**src/rtl/irq_claim_ctrl_pkg.sv**
```systemverilog
// Shared constants for the interrupt claim controller.
// Register offsets, FSM states, STATUS layout.
package irq_claim_ctrl_pkg;

  localparam int IRQ_W_DEF   = 32;
  localparam int IRQ_LSB_DEF = 4;
  localparam int ID_W_DEF    = 5;

  typedef enum logic [1:0] {
    REG_PENDING = 2'd0,
    REG_ENABLE  = 2'd1,
    REG_STATUS  = 2'd2,
    REG_SWSET   = 2'd3
  } reg_sel_e;

  typedef enum logic [1:0] {
    ST_IDLE = 2'd0,
    ST_REQ  = 2'd1,
    ST_GAP  = 2'd2
  } irq_state_e;

  localparam int STAT_REQ_BIT = 8;

  function automatic logic [31:0] status_word(
    input logic       req,
    input logic [7:0] id
  );
    logic [31:0] w;
    w = '0;
    w[STAT_REQ_BIT] = req;
    w[4:0] = id[4:0];
    return w;
  endfunction

endpackage

```
**src/rtl/irq_prio_enc.sv**
```systemverilog
// Fixed-priority encoder, lowest set index wins.
// Ports: req (W) in; valid, id (ID_W) out.
module irq_prio_enc
  import irq_claim_ctrl_pkg::*;
#(
  parameter int W    = IRQ_W_DEF,
  parameter int ID_W = ID_W_DEF
) (
  input  logic [W-1:0]    req,
  output logic            valid,
  output logic [ID_W-1:0] id
);

  // Scan from the top so the lowest set bit is written last.
  always_comb begin
    valid = 1'b0;
    id    = '0;
    for (int i = W - 1; i >= 0; i--) begin
      if (req[i]) begin
        valid = 1'b1;
        id    = ID_W'(i);
      end
    end
  end

endmodule

```
**src/rtl/irq_claim_ctrl.sv**
```systemverilog
// Latches interrupt pulses, masks, prioritises, hands one id to the core.
// Ports: clk_i, rst_n_i, irq_i, irq_req_o/id_o/ack_i, reg port.
module irq_claim_ctrl
  import irq_claim_ctrl_pkg::*;
#(
  parameter int IRQ_W   = IRQ_W_DEF,
  parameter int IRQ_LSB = IRQ_LSB_DEF,
  parameter int ID_W    = ID_W_DEF
) (
  input  logic             clk_i,
  input  logic             rst_n_i,
  input  logic [IRQ_W-1:0] irq_i,
  output logic             irq_req_o,
  output logic [ID_W-1:0]  irq_id_o,
  input  logic             irq_ack_i,
  input  logic [3:0]       addr_i,
  input  logic             wren_i,
  input  logic             rden_i,
  input  logic [31:0]      wdata_i,
  output logic [31:0]      rdata_o,
  output logic             ready_o
);

  localparam logic [IRQ_W-1:0] SRC_MASK =
    ~((IRQ_W'(1) << IRQ_LSB) - IRQ_W'(1));

  irq_state_e       state;
  logic [IRQ_W-1:0] pending;
  logic [IRQ_W-1:0] enable;
  logic [IRQ_W-1:0] pend_nxt;
  logic [IRQ_W-1:0] en_nxt;
  logic [IRQ_W-1:0] cand;
  logic             cand_vld;
  logic [ID_W-1:0]  cand_id;
  logic             ack_ok;
  logic             still_live;
  logic [31:0]      rd_val;
  reg_sel_e         sel;
  logic             unused_addr;

  assign unused_addr = ^addr_i[1:0];
  assign sel         = reg_sel_e'(addr_i[3:2]);
  assign ack_ok      = (state == ST_REQ) && irq_ack_i;
  assign cand        = pending & enable;

  // Clears first, sets last: a same-cycle event always survives.
  always_comb begin
    pend_nxt = pending;
    if (ack_ok)
      pend_nxt[irq_id_o] = 1'b0;
    if (wren_i && sel == REG_PENDING)
      pend_nxt = pend_nxt & ~wdata_i[IRQ_W-1:0];
    pend_nxt = pend_nxt | irq_i;
    if (wren_i && sel == REG_SWSET)
      pend_nxt = pend_nxt | wdata_i[IRQ_W-1:0];
    pend_nxt = pend_nxt & SRC_MASK;
  end

  always_comb begin
    en_nxt = enable;
    if (wren_i && sel == REG_ENABLE)
      en_nxt = wdata_i[IRQ_W-1:0] & SRC_MASK;
  end

  // Judge withdrawal on the updated state so the request
  // falls in the same cycle the source disappears.
  assign still_live = pend_nxt[irq_id_o] & en_nxt[irq_id_o];

  always_comb begin
    rd_val = '0;
    unique case (sel)
      REG_PENDING: rd_val = 32'(pending);
      REG_ENABLE:  rd_val = 32'(enable);
      REG_STATUS:  rd_val = status_word(irq_req_o, 8'(irq_id_o));
      REG_SWSET:   rd_val = '0;
      default:     rd_val = '0;
    endcase
  end

  irq_prio_enc #(
    .W    (IRQ_W),
    .ID_W (ID_W)
  ) u_enc (
    .req   (cand),
    .valid (cand_vld),
    .id    (cand_id)
  );

  always_ff @(posedge clk_i or negedge rst_n_i) begin
    if (!rst_n_i) begin
      pending <= '0;
      enable  <= '0;
      rdata_o <= '0;
      ready_o <= 1'b0;
    end else begin
      pending <= pend_nxt;
      enable  <= en_nxt;
      ready_o <= wren_i | rden_i;
      if (rden_i)
        rdata_o <= rd_val;
    end
  end

  always_ff @(posedge clk_i or negedge rst_n_i) begin
    if (!rst_n_i) begin
      state     <= ST_IDLE;
      irq_req_o <= 1'b0;
      irq_id_o  <= '0;
    end else begin
      unique case (state)
        ST_IDLE: begin
          if (cand_vld) begin
            irq_id_o  <= cand_id;
            irq_req_o <= 1'b1;
            state     <= ST_REQ;
          end
        end
        ST_REQ: begin
          if (ack_ok || !still_live) begin
            irq_req_o <= 1'b0;
            state     <= ST_GAP;
          end
        end
        ST_GAP: begin
          state <= ST_IDLE;
        end
        default: begin
          irq_req_o <= 1'b0;
          state     <= ST_IDLE;
        end
      endcase
    end
  end

endmodule

```
**config.mk**
```make
export PLATFORM = sky130hd
export DESIGN_NAME = irq_claim_ctrl
export DESIGN_NICKNAME = d
export VERILOG_FILES = /design/src/rtl/irq_claim_ctrl_pkg.sv /design/src/rtl/irq_prio_enc.sv /design/src/rtl/irq_claim_ctrl.sv
export SDC_FILE = /design/constraint.sdc
export NUM_CORES = 1
export LEC_CHECK = 0
export BUFFER_PORTS_ARGS = -buffer_cell sky130_fd_sc_hd__buf_2
export CORE_MARGIN = 3
export CORE_UTILIZATION = 50
export DETAILED_ROUTE_END_ITERATION = 8
export GPL_ROUTABILITY_DRIVEN = 0
export GPL_TIMING_DRIVEN = 0
export PLACE_DENSITY_LB_ADDON = 0.1
export SLEW_MARGIN = 25
export SYNTH_ARGS = -nofsm -noshare
export SYNTH_HDL_FRONTEND = slang
export SYNTH_SLANG_ARGS = --single-unit
export TNS_END_PERCENT = 1
```
**constraint.sdc**
```tcl
create_clock -name clk_i -period 6.4 [get_ports clk_i]
set_input_delay 1.6 -clock clk_i [delete_from_list [all_inputs] [get_ports clk_i]]
set_output_delay 1.6 -clock clk_i [all_outputs]
set_load 0.01 [all_outputs]
```
# After elaboration in Yosys (flattened, before gate mapping)

Cells that the tools add are included.

Order comparisons: 2
Eq/ne operators: 7
Muxes and demuxes: 81
Bitwise logic cells: 10
Reductions and logical operators: 12

Operator list:

| operator             | count |
|---|---|
| $mux W5              | 32 |
| $mux W32             | 4 |
| $pmux W32 S4         | 1 |
| $and A32 B32 Y32     | 3 |
| $not A32 Y32         | 2 |
| $or A32 B32 Y32      | 2 |
| $mux W1              | 37 |
| $bmux W1 S5          | 2 |
| $eq A2 B2 Y1 const B | 3 |
| $lt A5 B6 Y1 const B | 1 |
| $demux W1 S5         | 1 |
| $ge A5 B1 Y1 const B | 1 |
| $logic_and A1 B1 Y1  | 5 |
| $eq A2 B1 Y1 const B | 2 |
| $logic_not A2 Y1     | 2 |
| $mux W2              | 2 |
| $pmux W2 S2          | 1 |
| $reduce_and A2 Y1    | 2 |
| $pmux W1 S3          | 1 |
| $reduce_and A3 Y1    | 1 |
| $ne A2 B1 Y1 const B | 1 |
| $ne A2 B2 Y1 const B | 1 |
| $and A1 B1 Y1        | 1 |
| $logic_not A1 Y1     | 1 |
| other kinds (3)      | 3 |

Register bits: 101
Input port bits: 73
Output and inout port bits: 39
Logic and storage cells: 119

# Depth between registers and ports, before layout

Gate-level depths: netlist (run 1).

Depth in word-level cells: 35
Mapped depth: 10

# Modules after synthesis

Synthesis (run 1) repeated with hierarchy kept, for this count alone.

Cell total of the unflattened synthesis: 681
Area, all modules: 6013.3 um^2

Modules (own cells, without submodules):

| module         | times used | cells each | area an instance (um^2) |
|---|---|---|---|
| irq_claim_ctrl | 1          | 616        | 5642.9 |
| irq_prio_enc   | 1          | 65         | 370.4 |

# Least setup slack after synthesis (run 1)

Ideal clock, no wire load.

Path kind: in2reg
From: input addr_i[2]
To: register state[0]
Arrival time: 3.337 ns
Slack: 2.939 ns
Cell stages on the path: 9
Buffers on the path: 2
Cells stage by stage: buf_4 -> nand3b_1 -> buf_6 -> mux2_2 -> mux2_2 -> o221a_2 -> a211oi_1 -> nor4_2 -> or2_1

RTL lines:

| item                          | line                  | RTL |
|---|---|---|
| from (decl)                   | irq_claim_ctrl.sv:16  | `input logic [3:0] addr_i,` |
| $eq A2 B1 Y1                  | irq_claim_ctrl.sv:61  | `if (wren_i && sel == REG_ENABLE)` |
| $logic_and A1 B1 Y1           | irq_claim_ctrl.sv:61  |  |
| $mux W32                      | irq_claim_ctrl.sv:61  |  |
| net en_nxt[29]                | irq_claim_ctrl.sv:31  | `logic [IRQ_W-1:0] en_nxt;` |
| $bmux W1 S5                   | irq_claim_ctrl.sv:67  | `assign still_live = pend_nxt[irq_id_o] & en_nxt[irq_id_o];` |
| $mux W1 (not written as such) | irq_claim_ctrl.sv:67  |  |
| $and A1 B1 Y1                 | irq_claim_ctrl.sv:67  |  |
| $logic_not A1 Y1              | irq_claim_ctrl.sv:119 | `if (ack_ok \|\| !still_live) begin` |
| $logic_or A1 B1 Y1            | irq_claim_ctrl.sv:119 |  |
| $ne A2 B1 Y1 (no line)        | -                     |  |
| $reduce_and A2 Y1 (no line)   | -                     |  |
| to (signal assigned)          | irq_claim_ctrl.sv:121 | `state <= ST_GAP;` |
| to (signal assigned)          | irq_claim_ctrl.sv:125 | `state <= ST_IDLE;` |
| to (signal assigned)          | irq_claim_ctrl.sv:129 | `state <= ST_IDLE;` |
| to (decl)                     | irq_claim_ctrl.sv:27  | `irq_state_e state;` |

The timed path passes the listed nets, and every way through them passes these cells. The select of a mux whose other input is x is not followed.
A chain may end at the register's enable or synchronous reset.

# Worst setup path after layout (run 1)

From: input addr_i[3]
To: register state[0]

Longest elaborated chain between the ends: 13

RTL lines:

| item                          | line                  | RTL |
|---|---|---|
| $logic_not A2 Y1              | irq_claim_ctrl.sv:51  | `if (wren_i && sel == REG_PENDING)` |
| $logic_and A1 B1 Y1           | irq_claim_ctrl.sv:51  |  |
| $mux W32                      | irq_claim_ctrl.sv:51  |  |
| $or A32 B32 Y32               | irq_claim_ctrl.sv:53  | `pend_nxt = pend_nxt \| irq_i;` |
| $or A32 B32 Y32               | irq_claim_ctrl.sv:55  | `pend_nxt = pend_nxt \| wdata_i[IRQ_W-1:0];` |
| $mux W32                      | irq_claim_ctrl.sv:54  | `if (wren_i && sel == REG_SWSET)` |
| $bmux W1 S5                   | irq_claim_ctrl.sv:67  |  |
| $mux W1 (not written as such) | irq_claim_ctrl.sv:67  |  |
| $and A1 B1 Y1 *               | irq_claim_ctrl.sv:67  |  |
| $logic_not A1 Y1 *            | irq_claim_ctrl.sv:119 |  |
| $logic_or A1 B1 Y1 *          | irq_claim_ctrl.sv:119 |  |
| $ne A2 B1 Y1 (no line) *      | -                     |  |
| $reduce_and A2 Y1 (no line) * | -                     |  |

Every way passes the cells marked *; elsewhere a longest branch is shown, timed or not. The select of a mux whose other input is x is not followed.

==> flow_metrics.env, run 1 <==
export IMPL_rsz0062_at_grt="false"
export IMPL_syn_area_um2=5820
export IMPL_worstSetupEndpointType="register"
export IMPL_cts_sinks=101
export IMPL_fill_cells=999
export IMPL_syn_to_final_growth_pct=18.0
export IMPL_dp_slack_ns=2.28
export IMPL_clk_pin_slew_ns=0.07
export IMPL_dieHeight_um=114
export IMPL_instances_no_fill=872
export IMPL_synth_sequential_area_ratio=0.434
export IMPL_critPathLaunch="addr_i[3]"
export IMPL_ys_types=71
export IMPL_synth_async_reset_ratio=1.00
export IMPL_grt_pass1_vias=5433
export IMPL_synth_top_area_frac=0.434
export IMPL_core_area_um2=11100
export IMPL_cts_setup_buffers=0
export IMPL_grt_pass1_wl_mm=30.8
export IMPL_fp_dieW_um=114
export IMPL_hold_ws_ns=0.497
export IMPL_drt_first_iter_violations=714
export IMPL_post_cts_resized=0
export IMPL_fmax_mhz=260
export IMPL_grt_max_degree=67
export IMPL_fp_row_count=38
export IMPL_wl_per_cell_um=22.6
export IMPL_drive_above_1_share=0.225
export IMPL_final_common_cell="buf_2"
export IMPL_cts_tree="done"
export IMPL_antenna_found_initial=0
export IMPL_final_setup_tns_ns=0
export IMPL_dp_hpwl_mm=14.5
export IMPL_ant_nets=0
export IMPL_start_kind="input port"
export IMPL_clk_path_buf_depth=2
export IMPL_synth_seq_cells=101
export IMPL_status="finished clean"
export IMPL_cts_inserted_buffers=9
export IMPL_drc=0
export IMPL_setup_viol=0
export IMPL_boundaryPins=112
export IMPL_worstHoldStart="enable[0]"
export IMPL_diodes=0
export IMPL_final_cell_mix="buf_2 (109), dfrtp_1 (101), nand2_1 (66)"
export IMPL_crit_type="input port to register"
export IMPL_cap_violations=0
export IMPL_crit_arrival_ns=4.08
export IMPL_synth_edf_count=0
export IMPL_ir_worst_vdd_v=0.000168
export IMPL_synth_top_flop_cell="dfrtp_1"
export IMPL_vias=5651
export IMPL_drtPass1Iterations=6
export IMPL_synth_area_leaders="dfrtp_1 (43%), mux2i_1 (6.0%), nand2_1 (4.3%), o221ai_1 (3.6%), inv_1 (3.5%)"
export IMPL_synth_cells=614
export IMPL_fin_crit_sh=0.601
export IMPL_slew_violations=0
export IMPL_worst_slack_ns=2.55
export IMPL_skew_ns=0.00708
export IMPL_rr_startpoint="irq_id_o[1]"
export IMPL_yosysWarnings=0
export IMPL_ctsHoldBuffers=0
export IMPL_syn_avg_cell_area_um2=9.48
export IMPL_yosysTopAreaCell="dfrtp_1"
export IMPL_h_tree_depth=3
export IMPL_hold_class="register to register"
export IMPL_viasPerCell=6.48
export IMPL_start_util=0.523
export IMPL_min_period_ns=3.85
export IMPL_globalRouteTotalUtil=0.311
export IMPL_routed_wl_mm=19.7
export IMPL_cts_root_buf="clkbuf_16"
export IMPL_p_leak_uw=0.00316
export IMPL_worstMarginPinSlew_ns=0.819
export IMPL_die_area_um2=13000
export IMPL_io_buffers=101
export IMPL_hold_viol_final=0
export IMPL_power_density_nw_per_um2=338
export IMPL_grt_overflow_total=0
export IMPL_clk_latency_ns=0.35
export IMPL_dpl_cell_count=856
export IMPL_required_ns=6.63
export IMPL_path_max_fanout=10
export IMPL_syn_nets=687
export IMPL_slew_headroom=0.454
export IMPL_fin_nets=800
==> critical path, cell delays in order <==
cell,delay (ns)
buf_2,0.12
buf_4,0.19
and3_1,0.23
buf_4,0.20
a211oi_1,0.29
a32oi_1,0.11
and4_1,0.23
a2111oi_1,0.64
nor4_2,0.19
or2_1,0.27
==> synthesized netlist by cell type (all sizes together), types with 3 or more instances <==
cell type  instances
dfrtp            101
nand2             66
inv               55
a21oi             39
mux2i             35
nor2              28
o22ai             26
buf               24
o221ai            24
o21ai             22
mux2              17
clkbuf            16
nand3             15
a22oi             12
a2111oi            8
a21boi             7
a31oi              7
nand2b             7
o211ai             7
a211oi             6
a22o               6
and2               6
nor2b              5
or2                5
a211o              4
a311oi             4
nor3               4
or3                4
a32oi              3
a41oi              3
and3               3
and4b              3
mux4               3
==> metrics by stage <==
stage,utilization,total power [µW],instance area (µm²)
after floorplan,-,1380,5820
after global placement,0.584,1690,6500
after detailed placement,0.587,1700,6540
after CTS,0.617,2300,6860
after global routing,0.617,2420,6870
final,0.617,2320,6870
==> sequential cells by signal, indices dropped and copies added, names as in the netlist <==
register,flops
rdata_o,32
enable,32
pending,28
irq_id_o,5
state,2
irq_req_o,1
ready_o,1
==> cell type report <==
type / count / area [µm²] / area share
plain buffers: 40 / 225 / 0.0328
inverters: 56 / 210 / 0.0306
clock buffers: 10 / 239 / 0.0348
clock inverters: 6 / 86.3 / 0.0126
flip-flops and latches: 101 / 2530 / 0.368
repair buffers: 102 / 539 / 0.0785
well taps: 140 / 175 / 0.0255
multi-input cells: 417 / 2870 / 0.417
==> power by group <==
group	internal (µW)	leakage, µW	switching [µW]
logic	337	0.00185	562
clock network	353	0.000158	246
registers	731	0.00116	91.5
==> logic make-up (layout without fill, tap and decap cells) <==
| group | Yosys count | in the layout | share of synthesized area |
|---|---|---|---|
| buf+inv | 96 | 214 | 0.0748 |
| flops | 101 | 101 | 0.434 |
| simple gates | 164 | 164 | 0.145 |
| mux | 55 | 55 | 0.105 |
| compound gates | 198 | 198 | 0.241 |
==> layer usage <==
layer,share of wire,track usage,vias to the layer above
met1,0.42,0.442,2672
met5,0,0,-
met3,0.11,0.0594,69
met4,0.039,0.130,0
met2,0.44,0.467,392
li1,-,-,2518
==> final timing paths <==
path / endpoint / slack (ns) / cells after the start
max: state[0] / 2.55 / 10
min: enable[0] / 0.50 / 1
max reg2reg: state[0] / 3.42 / 8
min reg2reg: enable[0] / 0.50 / 1
max in group asynchronous: pending[8] / 4.61 / 2
min in group asynchronous: rdata_o[2] / 1.13 / 1
Note: power is estimated with default switching activity, not from simulation.
==> inputs of run 2 (changes only) <==
ABC_AREA = 1   (was not set)
clock period = 3.4 ns   (was 6.4 ns; I/O delays follow)
==> run 2 against run 1 <==
Total power grew 54%. Combinational power increased by 33%. Die area is 9.8% lower. Sequential power grew 82%. Register-to-register slack lost 3.2 ns. Synthesized cell count rose by 12%. Sequential share of layout area up 4.3 points. Critical path depth is 3 higher. Clock-buffer cell count increased by 3. Routed wire length down 14%.
==> flow_metrics.env, run 2 <==
export IMPL_synth_area_leaders="dfrtp_1 (48%), nand2_1 (12%), a21oi_1 (9.6%), nor2_1 (7.0%), o21ai_0 (5.3%)"
export IMPL_ctsHoldBuffers=0
export IMPL_placed_area_um2=5920
export IMPL_synth_top_flop_cell="dfrtp_1"
export IMPL_h_tree_depth=3
export IMPL_power_density_nw_per_um2=580
export IMPL_clk_path_buf_depth=2
export IMPL_fp_dieW_um=108
export IMPL_synth_top_cells_by_count="nand2_1 (161), dfrtp_1 (101), a21oi_1 (100)"
export IMPL_yosysTopAreaCell="dfrtp_1"
export IMPL_rsz0062_at_grt="false"
export IMPL_drive_above_1_share=0.178
export IMPL_fin_nets=875
export IMPL_grt_overflow_total=0
export IMPL_biggestRegsByFlops="enable (32), rdata_o (32), pending (28)"
export IMPL_r2r_setup_slack_ns=0.27
export IMPL_boundaryPins=112
export IMPL_globalRouteTotalUtil=0.291
export IMPL_instances_no_fill=940
export IMPL_dieHeight_um=108
export IMPL_final_setup_tns_ns=0
export IMPL_finalInstanceArea_um2=6150
export IMPL_synth_most_common_cell="nand2_1"
export IMPL_dpl_cell_count=924
export IMPL_crit_type="register to register"
export IMPL_finalPower_uw=3570
export IMPL_syn_avg_cell_area_um2=7.57
export IMPL_cts_tree="done"
export IMPL_worstMarginPinSlew_ns=0.921
export IMPL_worst_slack_ns=0.268
export IMPL_wl_per_cell_um=18.1
export IMPL_ys_types=31
export IMPL_grt_pass1_wl_mm=25.9
export IMPL_worstSetupEndpointType="register"
export IMPL_routed_wl_mm=17.0
export IMPL_synth_seq_cells=101
export IMPL_drtPass1Iterations=5
export IMPL_viasPerCell=5.62
export IMPL_synth_cells=689
export IMPL_final_cell_mix="nand2_1 (161), dfrtp_1 (101), a21oi_1 (100), buf_2 (100), nor2_1 (98)"
export IMPL_ir_worst_vdd_v=0.000258
export IMPL_fill_cells=931
export IMPL_cap_violations=0
export IMPL_synth_async_reset_ratio=1.00
export IMPL_hold_viol_final=0
export IMPL_drc=0
export IMPL_clk_latency_ns=0.38
export IMPL_setup_viol=0
export IMPL_required_ns=3.73
export IMPL_skew_ns=0.00879
export IMPL_synth_sequential_area_ratio=0.484
export IMPL_cts_root_buf="clkbuf_8"
export IMPL_syn_area_um2=5220
export IMPL_synth_top_area_frac=0.484
export IMPL_multi_input_area_um2=2270
export IMPL_start_util=0.524
export IMPL_grt_max_degree=59
export IMPL_syn_to_final_growth_pct=17.9
export IMPL_antenna_found_initial=0
export IMPL_dp_slack_ns=0.157
export IMPL_synth_edf_count=0
export IMPL_status="finished clean"
export IMPL_final_common_cell="nand2_1"
export IMPL_cts_inserted_buffers=9
export IMPL_slew_violations=0
export IMPL_dp_hpwl_mm=12.1
export IMPL_vias=5279
export IMPL_hold_class="input port to asynchronous set/reset pin"
export IMPL_cts_sinks=101
export IMPL_post_cts_resized=0
export IMPL_slew_headroom=0.384
export IMPL_ant_nets=0
export IMPL_crit_arrival_ns=3.46
export IMPL_cts_setup_buffers=0
export IMPL_diodes=0
export IMPL_syn_nets=762
export IMPL_yosysWarnings=0
export IMPL_io_buffers=101
export IMPL_die_area_um2=11700
export IMPL_core_area_um2=9950
export IMPL_path_max_fanout=10
export IMPL_grt_pass1_vias=5049
export IMPL_seqCellArea_um2=2530
export IMPL_start_kind="register"
export IMPL_fmax_mhz=319
export IMPL_drt_first_iter_violations=514
export IMPL_fp_row_count=36
export IMPL_p_leak_uw=0.00296
export IMPL_min_period_ns=3.13
export IMPL_fin_crit_sh=0.921
export IMPL_clk_pin_slew_ns=0.10
==> run 2: cell types whose count changed after synthesis, moves of 16 or more <==
cell,delta
mux2_2,-16
a21oi_1,+61
nand2_1,+95
mux2i_1,-35
nor2_1,+70
o221ai_1,-24
o21ai_0,+35
==> run 2: path summary, 6_finish.rpt <==
path	from	end	depth (start not counted)
min reg2reg	state[0]	irq_req_o	1
max reg2reg	irq_id_o[0]	state[1]	13
min	rst_n_i	rdata_o[15]	1
min in group clk_i	state[0]	irq_req_o	1
max in group asynchronous	rst_n_i	ready_o	2
max	irq_id_o[0]	state[1]	13
==> run 2: cells by family (layout without fill, tap and decap cells) <==
group / count (synthesis) / after routing / synth area share
AO/OA/AOI/OAI: 213 / 213 / 0.222
buffers and inverters: 97 / 215 / 0.0810
AND/OR/NAND/NOR: 278 / 278 / 0.212
flip-flops: 101 / 101 / 0.484
==> run 2: worst max-delay path: stages (launching register included) <==
cell and delay, ns:
dfrtp_1 0.45, nor2_1 0.41, inv_2 0.24, nor2_1 0.68, nand2_1 0.14, a31oi_1 0.18
o21ai_1 0.11, o22ai_1 0.15, o21ai_1 0.11, nand4_1 0.12, nand3_1 0.10, nand3_1 0.10
nand3b_1 0.14, and2_1 0.14
==> run 2: area by class of cell <==
class	count	share of cell area
sequential	101	0.411
timing repair buffer	102	0.0877
clock inverter	3	0.0110
tap	133	0.0271
inverter	75	0.0462
buffer	22	0.0226
multi-input combinational	491	0.369
clock buffer	13	0.0258
==> run 2: through the flow <==
step                 util  hold slack, ns
detailed placement  0.595           0.460
floorplan               -           0.443
CTS                 0.618           0.402
global placement    0.592           0.461
finish              0.618           0.390
global route        0.618           0.413
==> run 2: per-layer routing <==
metal  GRT usage  vias to the layer above  wire, µm
met5           0                        -         0
met1       0.406                     2488      7120
met3      0.0573                       32      1620
met2       0.457                      268      7880
met4       0.101                        0       347
li1            -                     2491         -
==> run 2: report_power, final <==
group          switching, µW  internal [µW]
sequential               132           1370
combinational            809            376
clock                    427            456
total                   1370           2200
